### src/rtl/reorder_buffer.sv
// In-order retirement buffer with branch squash and register-file snapshot recovery.
// Optional statistics counters are built when ROB_STATS_EN is defined.
module reorder_buffer #(
  parameter int DEPTH  = 8,
  parameter int TAG_W  = $clog2(DEPTH),
  parameter int MAX_BR = 4
) (
  input  logic             clk,
  input  logic             rst,
  input  logic             dispatch_valid,
  output logic             dispatch_ready,
  input  logic [5:0]       dispatch_rw,
  input  logic             dispatch_uses_rw,
  input  logic             dispatch_is_branch,
  output logic [TAG_W-1:0] dispatch_tag,
  input  logic             complete_valid,
  input  logic [TAG_W-1:0] complete_tag,
  input  logic             resolve_valid,
  input  logic [TAG_W-1:0] resolve_tag,
  input  logic             resolve_mispredict,
  output logic [5:0]       retired_rw,
  output logic             retired_uses_rw,
  output logic             recover,
  output logic [1:0]       recover_entry,
  output logic             empty
`ifdef ROB_STATS_EN
  ,
  output logic [31:0]      stat_retired,
  output logic [31:0]      stat_squashed
`endif
);

  localparam int BR_W = $clog2(MAX_BR + 1);

  typedef logic [TAG_W-1:0] tag_t;
  typedef logic [TAG_W:0]   cnt_t;
  typedef logic [BR_W-1:0]  br_t;

  localparam cnt_t DEPTH_C  = cnt_t'(DEPTH);
  localparam br_t  MAX_BR_C = br_t'(MAX_BR);

  logic [DEPTH-1:0] valid_q, done_q, uses_rw_q, is_branch_q;
  logic [5:0]       rw_q      [DEPTH];
  logic [1:0]       snap_id_q [DEPTH];

  tag_t       head_q, head_d, tail_q, tail_d;
  cnt_t       count_q, count_d;
  logic [1:0] snap_ptr_q, snap_ptr_d;
  br_t        br_count_q, br_count_d;

  logic       retired_uses_rw_q;
  logic [5:0] retired_rw_q;
  logic       recover_q;
  logic [1:0] recover_entry_q;

  logic             alloc, retire, retire_br, mispredict;
  tag_t             age_t;
  logic [DEPTH-1:0] squash;
  cnt_t             n_squash;
  br_t              n_squash_br;

  // Only a valid branch can trigger recovery; stray resolves still block dispatch.
  assign mispredict = resolve_valid && resolve_mispredict &&
                      valid_q[resolve_tag] && is_branch_q[resolve_tag];
  assign dispatch_ready = (count_q < DEPTH_C) &&
                          !(dispatch_is_branch && br_count_q == MAX_BR_C) &&
                          !(resolve_valid && resolve_mispredict);
  assign alloc     = dispatch_valid && dispatch_ready;
  assign retire    = valid_q[head_q] && done_q[head_q];
  assign retire_br = retire && is_branch_q[head_q];
  assign age_t     = resolve_tag - head_q;

  // Entries strictly younger than the mispredicted branch; head is never among them.
  always_comb begin
    squash      = '0;
    n_squash_br = '0;
    for (int i = 0; i < DEPTH; i++) begin
      squash[i] = mispredict && valid_q[i] && (tag_t'(tag_t'(i) - head_q) > age_t);
      if (squash[i] && is_branch_q[i]) n_squash_br = n_squash_br + br_t'(1);
    end
    n_squash = mispredict ? count_q - ({1'b0, age_t} + cnt_t'(1)) : '0;
  end

  always_comb begin
    head_d     = retire ? head_q + tag_t'(1) : head_q;
    tail_d     = tail_q;
    count_d    = count_q + cnt_t'(alloc) - cnt_t'(retire);
    snap_ptr_d = snap_ptr_q;
    if (mispredict) begin
      tail_d     = resolve_tag + tag_t'(1);
      count_d    = {1'b0, age_t} + cnt_t'(1) - cnt_t'(retire);
      snap_ptr_d = snap_id_q[resolve_tag] + 2'd1;
    end else if (alloc) begin
      tail_d = tail_q + tag_t'(1);
      if (dispatch_is_branch) snap_ptr_d = snap_ptr_q + 2'd1;
    end
    br_count_d = br_count_q + br_t'(alloc && dispatch_is_branch) - n_squash_br - br_t'(retire_br);
  end

  always_ff @(posedge clk) begin
    if (rst) begin
      valid_q           <= '0;
      head_q            <= '0;
      tail_q            <= '0;
      count_q           <= '0;
      snap_ptr_q        <= '0;
      br_count_q        <= '0;
      retired_uses_rw_q <= 1'b0;
      retired_rw_q      <= '0;
      recover_q         <= 1'b0;
      recover_entry_q   <= '0;
    end else begin
      valid_q <= valid_q & ~squash;
      if (retire) valid_q[head_q] <= 1'b0;
      if (alloc)  valid_q[tail_q] <= 1'b1;
      head_q            <= head_d;
      tail_q            <= tail_d;
      count_q           <= count_d;
      snap_ptr_q        <= snap_ptr_d;
      br_count_q        <= br_count_d;
      retired_uses_rw_q <= retire && uses_rw_q[head_q];
      if (retire) retired_rw_q <= rw_q[head_q];
      recover_q <= mispredict;
      if (mispredict) recover_entry_q <= snap_id_q[resolve_tag];
    end
  end

  // NOTE: entry payload has no reset; valid_q alone decides whether an entry means anything.
  always_ff @(posedge clk) begin
    for (int i = 0; i < DEPTH; i++) begin
      if (complete_valid && complete_tag == tag_t'(i) && valid_q[i] && !squash[i])
        done_q[i] <= 1'b1;
      if (resolve_valid && resolve_tag == tag_t'(i) && valid_q[i] && is_branch_q[i])
        done_q[i] <= 1'b1;
    end
    if (alloc) begin
      done_q[tail_q]      <= 1'b0;
      uses_rw_q[tail_q]   <= dispatch_uses_rw;
      rw_q[tail_q]        <= dispatch_rw;
      is_branch_q[tail_q] <= dispatch_is_branch;
      snap_id_q[tail_q]   <= snap_ptr_q;
    end
  end

  assign dispatch_tag    = tail_q;
  assign retired_rw      = retired_rw_q;
  assign retired_uses_rw = retired_uses_rw_q;
  assign recover         = recover_q;
  assign recover_entry   = recover_entry_q;
  assign empty           = (count_q == '0);

`ifdef ROB_STATS_EN
  logic [31:0] stat_retired_q, stat_squashed_q;
  logic [32:0] squashed_sum;

  assign squashed_sum = {1'b0, stat_squashed_q} + 33'(n_squash);

  always_ff @(posedge clk) begin
    if (rst) begin
      stat_retired_q  <= '0;
      stat_squashed_q <= '0;
    end else begin
      if (retire && stat_retired_q != '1) stat_retired_q <= stat_retired_q + 32'd1;
      stat_squashed_q <= squashed_sum[32] ? '1 : squashed_sum[31:0];
    end
  end

  assign stat_retired  = stat_retired_q;
  assign stat_squashed = stat_squashed_q;
`endif

endmodule
### config.mk
export PLATFORM = sky130hd
export DESIGN_NAME = reorder_buffer
export DESIGN_NICKNAME = d
export VERILOG_FILES = /design/src/rtl/reorder_buffer.sv
export SDC_FILE = /design/constraint.sdc
export NUM_CORES = 1
export LEC_CHECK = 0
export CORE_ASPECT_RATIO = 1.4
export CORE_MARGIN = 4
export CORE_UTILIZATION = 30
export CTS_BUF_LIST = sky130_fd_sc_hd__clkbuf_16
export DETAILED_ROUTE_END_ITERATION = 6
export SYNTH_ARGS = -nofsm -noshare
export SYNTH_HDL_FRONTEND = slang
export SYNTH_SLANG_ARGS = --single-unit
### constraint.sdc
create_clock -name clk -period 9.63 [get_ports clk]
set_input_delay 0.963 -clock clk [delete_from_list [all_inputs] [get_ports clk]]
set_output_delay 0.963 -clock clk [all_outputs]
set_load 0.005 [all_outputs]
==> results of run 1 <==
-- stage by stage --
step,instances,cell area (um^2),util,setup slack [ps],power [W]
final,841,7620,0.371,923,0.00144
after global routing,841,7620,0.371,446,0.00150
after CTS,841,7620,0.371,952,0.00145
after detailed placement,809,6990,0.340,544,0.000768
after global placement,809,6990,0.340,817,0.000761
after floorplan,524,6280,-,1650,0.000700
-- state kept, by name, indices dropped and copies added, names as in the netlist --
signal	cells
rw_q	48
snap_id_q	16
done_q	8
is_branch_q	8
uses_rw_q	8
valid_q	8
retired_rw	6
count_q	4
br_count_q	3
dispatch_tag	3
head_q	3
recover_entry	2
snap_ptr_q	2
recover	1
retired_uses_rw	1
-- worst reg2reg max path, delay by kind of cell (launching register included) --
| kind | cells | cell delay (ps) |
|---|---|---|
| AO/OA/AOI/OAI | 8 | 1390 |
| XOR/XNOR | 6 | 1660 |
| adder cells (fa/ha/maj) | 11 | 3620 |
| buffers and inverters | 3 | 200 |
| flip-flops | 1 | 660 |
| multiplexers | 1 | 190 |
| AND/OR/NAND/NOR | 6 | 460 |
-- kinds of logic after synthesis --
group                    share of synthesized area
buffers and inverters                       0.0337
adder cells (fa/ha/maj)                     0.0803
XOR/XNOR                                    0.0472
AO/OA/AOI/OAI                                0.115
flip-flops                                   0.513
AND/OR/NAND/NOR                              0.120
multiplexers                                0.0907
-- cell type report --
cell class / count / area, um^2 / share of cell area
timing repair buffer: 49 / 453 / 0.0594
sequential: 121 / 3220 / 0.423
multi-input combinational: 351 / 2870 / 0.377
tap: 256 / 320 / 0.0420
clock buffer: 17 / 425 / 0.0558
inverter: 32 / 120 / 0.0158
clock inverter: 15 / 208 / 0.0273
-- cells in the final DEF (no fill, tap or decap), types with 3 or more instances in the layout --
| cell type | count |
|---|---|
| a21oi_1 | 33 |
| xnor3_1 | 4 |
| ha_1 | 33 |
| mux2i_1 | 4 |
| bufinv_16 | 5 |
| clkdlybuf4s50_1 | 34 |
| a211oi_1 | 7 |
| nand4_1 | 5 |
| edfxtp_1 | 80 |
| xor2_1 | 5 |
| nor2b_1 | 10 |
| a41oi_1 | 4 |
| o221ai_1 | 6 |
| nand4b_1 | 3 |
| nand2_1 | 60 |
| a31oi_1 | 7 |
| nor3_2 | 4 |
| a21o_1 | 3 |
| and2_1 | 7 |
| xnor2_1 | 14 |
| mux4_2 | 23 |
| clkbuf_16 | 17 |
| clkinv_1 | 4 |
| dfxtp_1 | 41 |
| a21boi_0 | 4 |
| and3_1 | 3 |
| nand3_1 | 7 |
| fa_1 | 4 |
| o21ai_0 | 12 |
| buf_4 | 15 |
| nand2b_1 | 3 |
| a311oi_1 | 7 |
| nor2_1 | 36 |
| inv_1 | 33 |
| nor3_1 | 5 |
-- power groups by stage --
stage | clock, W | sequential (W) | combinational [W]
2_1_floorplan | 0 | 0.000602 | 0.0000985
3_3_place_gp | 0 | 0.000606 | 0.000155
3_5_place_dp | 0 | 0.000608 | 0.000160
4_1_cts | 0.000694 | 0.000597 | 0.000161
5_1_grt | 0.000721 | 0.000599 | 0.000177
6_report | 0.000684 | 0.000597 | 0.000161
-- per-layer routing --
layer | track usage | up-vias | routed length [um]
li1 | - | 2055 | -
met1 | 0.157 | 2254 | 6080
met2 | 0.274 | 126 | 9170
met3 | 0.0322 | 46 | 712
met4 | 0.0780 | 0 | 722
met5 | 0 | - | 0
-- worst max-delay path by stage --
stage	cells past startpoint	slack, ps	to	from
finish	37	920	br_count_q[2]	resolve_tag[0]
global route	36	450	br_count_q[2]	resolve_tag[0]
CTS	37	950	br_count_q[2]	resolve_tag[0]
detailed placement	37	540	br_count_q[2]	resolve_tag[0]
global placement	37	820	br_count_q[2]	resolve_tag[0]
floorplan	37	1650	br_count_q[2]	resolve_tag[0]
==> impl_metrics.yaml, run 1 <==
clock_network:
  root_buffer: "clkbuf_16"
  h-tree-depth: 4
  clk_pin_slew_ps: 60
  clock_sinks: 121
  cts_made_buffers: 17
  cts_tree: "yes"
  post_cts.repair.setup_buffers: 0
  clk_latency_ps: 420
  cts_max_path_buffers: 2
  cts_resized: 0
  postCtsHoldBufs: 0
sta:
  slew-limit-headroom: 0.454
  setup_tns_ps: 0
  period_share: 0.904
  rsz0062_at_grt: "false"
  finalClockSkew_ps: 9.99
  timing.hold.ws_ps: 483
  finalMaxSlewViolations: 0
  min_period_ps: 8710
  final-hold-violation-count: 0
  setup-violations-final: 0
  max_freq_mhz: 115
  tightest_slew_ps: 819
final_layout:
  drive_gt1_frac: 0.142
  layout.nets: 629
  antenna_cells: 0
  fillCellCount: 1877
  syn2layout_area_growth_pct: 21.4
routing:
  avgRoutedWirePerCell_um: 19.8
  drtAntennaViolNets: 0
  drt_iter0_drc: 326
  first_pass_iters: 5
  via_count: 4481
  viasPerCell: 5.33
  drc: 0
  wl_um: 16700
yosys:
  synth_seq_area_share: 0.513
  synth_edf_count: 80
  synth_largest_area_cell: "edfxtp_1"
  yosysMostFrequentCell: "edfxtp_1"
  synth_area_um2: 6280
  synthArstFlopShare: 0
  synth_cells: 524
  syn_nets: 581
  yosysWarnings: 0
  synth_seq_cells: 121
  synth.area.top_cells: "edfxtp_1 (38%), dfxtp_1 (13%), mux4_2 (8.2%)"
  avgSynthCellArea_um2: 12.0
  synth_top_cells_by_count: "edfxtp_1 (80), nand2_1 (60), dfxtp_1 (41)"
  synth_ff_type: "edfxtp_1"
  synth_cell_types: 67
  yosysTopAreaCellShare: 0.383
grt:
  grt_max_degree: 34
  antenna_found_initial: 0
  grt_overflow: 0
  grt_pass1_wl_um: 26000
  grt_util_all_layers: 0.149
  grt_pass1_vias: 4739
floorplanning:
  die_y_um: 179
  die-area_um2: 23300
  num_rows: 62
  io_pins: 35
  initial_utilization: 0.305
  dieWidth_um: 130
  core_area_um2: 20600
flow_run:
  maxCapViolCount: 0
critical_path:
  reg2reg_from: "head_q[0]"
  cp_max_fo: 6
  slowest_delay_ps: 460
  crit_path_end_kind: "flip-flop"
  timing.rr.end: "br_count_q[2]"
  arrival_ps: 9000
  reg2reg_depth: 35
  crit_family: "adder cells"
  crit_slowest_cell: "clkdlybuf4s50_1"
  r2r_setup_slack_ps: 1370
  start_kind: "input pin"
  crit_buf_inv: 5
  cp_common_cell: "ha_1"
  worstSetupPathType: "input pin to flip-flop"
  cp_data_required_time_ps: 9920
placement:
  gp_congestion: 0.851
  io_buffers: 34
  hpwl_um: 11800
pwr:
  seq_power_share: 0.414
  combPwrFrac: 0.111
  switching_share: 0.230
  p_switching_w: 0.000332
  cellLeakagePower_nw: 2.72
  vdd_drop_max_mv: 0.0983
  internal-power_w: 0.00111
  p_per_area_nw_per_um2: 189
  clkPwrFrac: 0.474
min_path:
  hp-start: "done_q[5]"
  whs_path_depth: 2
  hold-path-endpoint: "done_q[5]"
  holdCritPathClass: "flip-flop to flip-flop"
run_status:
  status: "finished clean"
Power figures use the tool's default switching activity.
==> inputs of run 2 (changes only) <==
--- a/config.mk
+++ b/config.mk
@@ -9,6 +9,7 @@
 export CORE_MARGIN = 4
 export CORE_UTILIZATION = 30
 export CTS_BUF_LIST = sky130_fd_sc_hd__clkbuf_16
+export CTS_CLUSTER_DIAMETER = 40
 export DETAILED_ROUTE_END_ITERATION = 6
 export SYNTH_ARGS = -nofsm -noshare
 export SYNTH_HDL_FRONTEND = slang
==> results of run 2 <==
The final DEF is identical to that of run 1; final timing and power are the same.
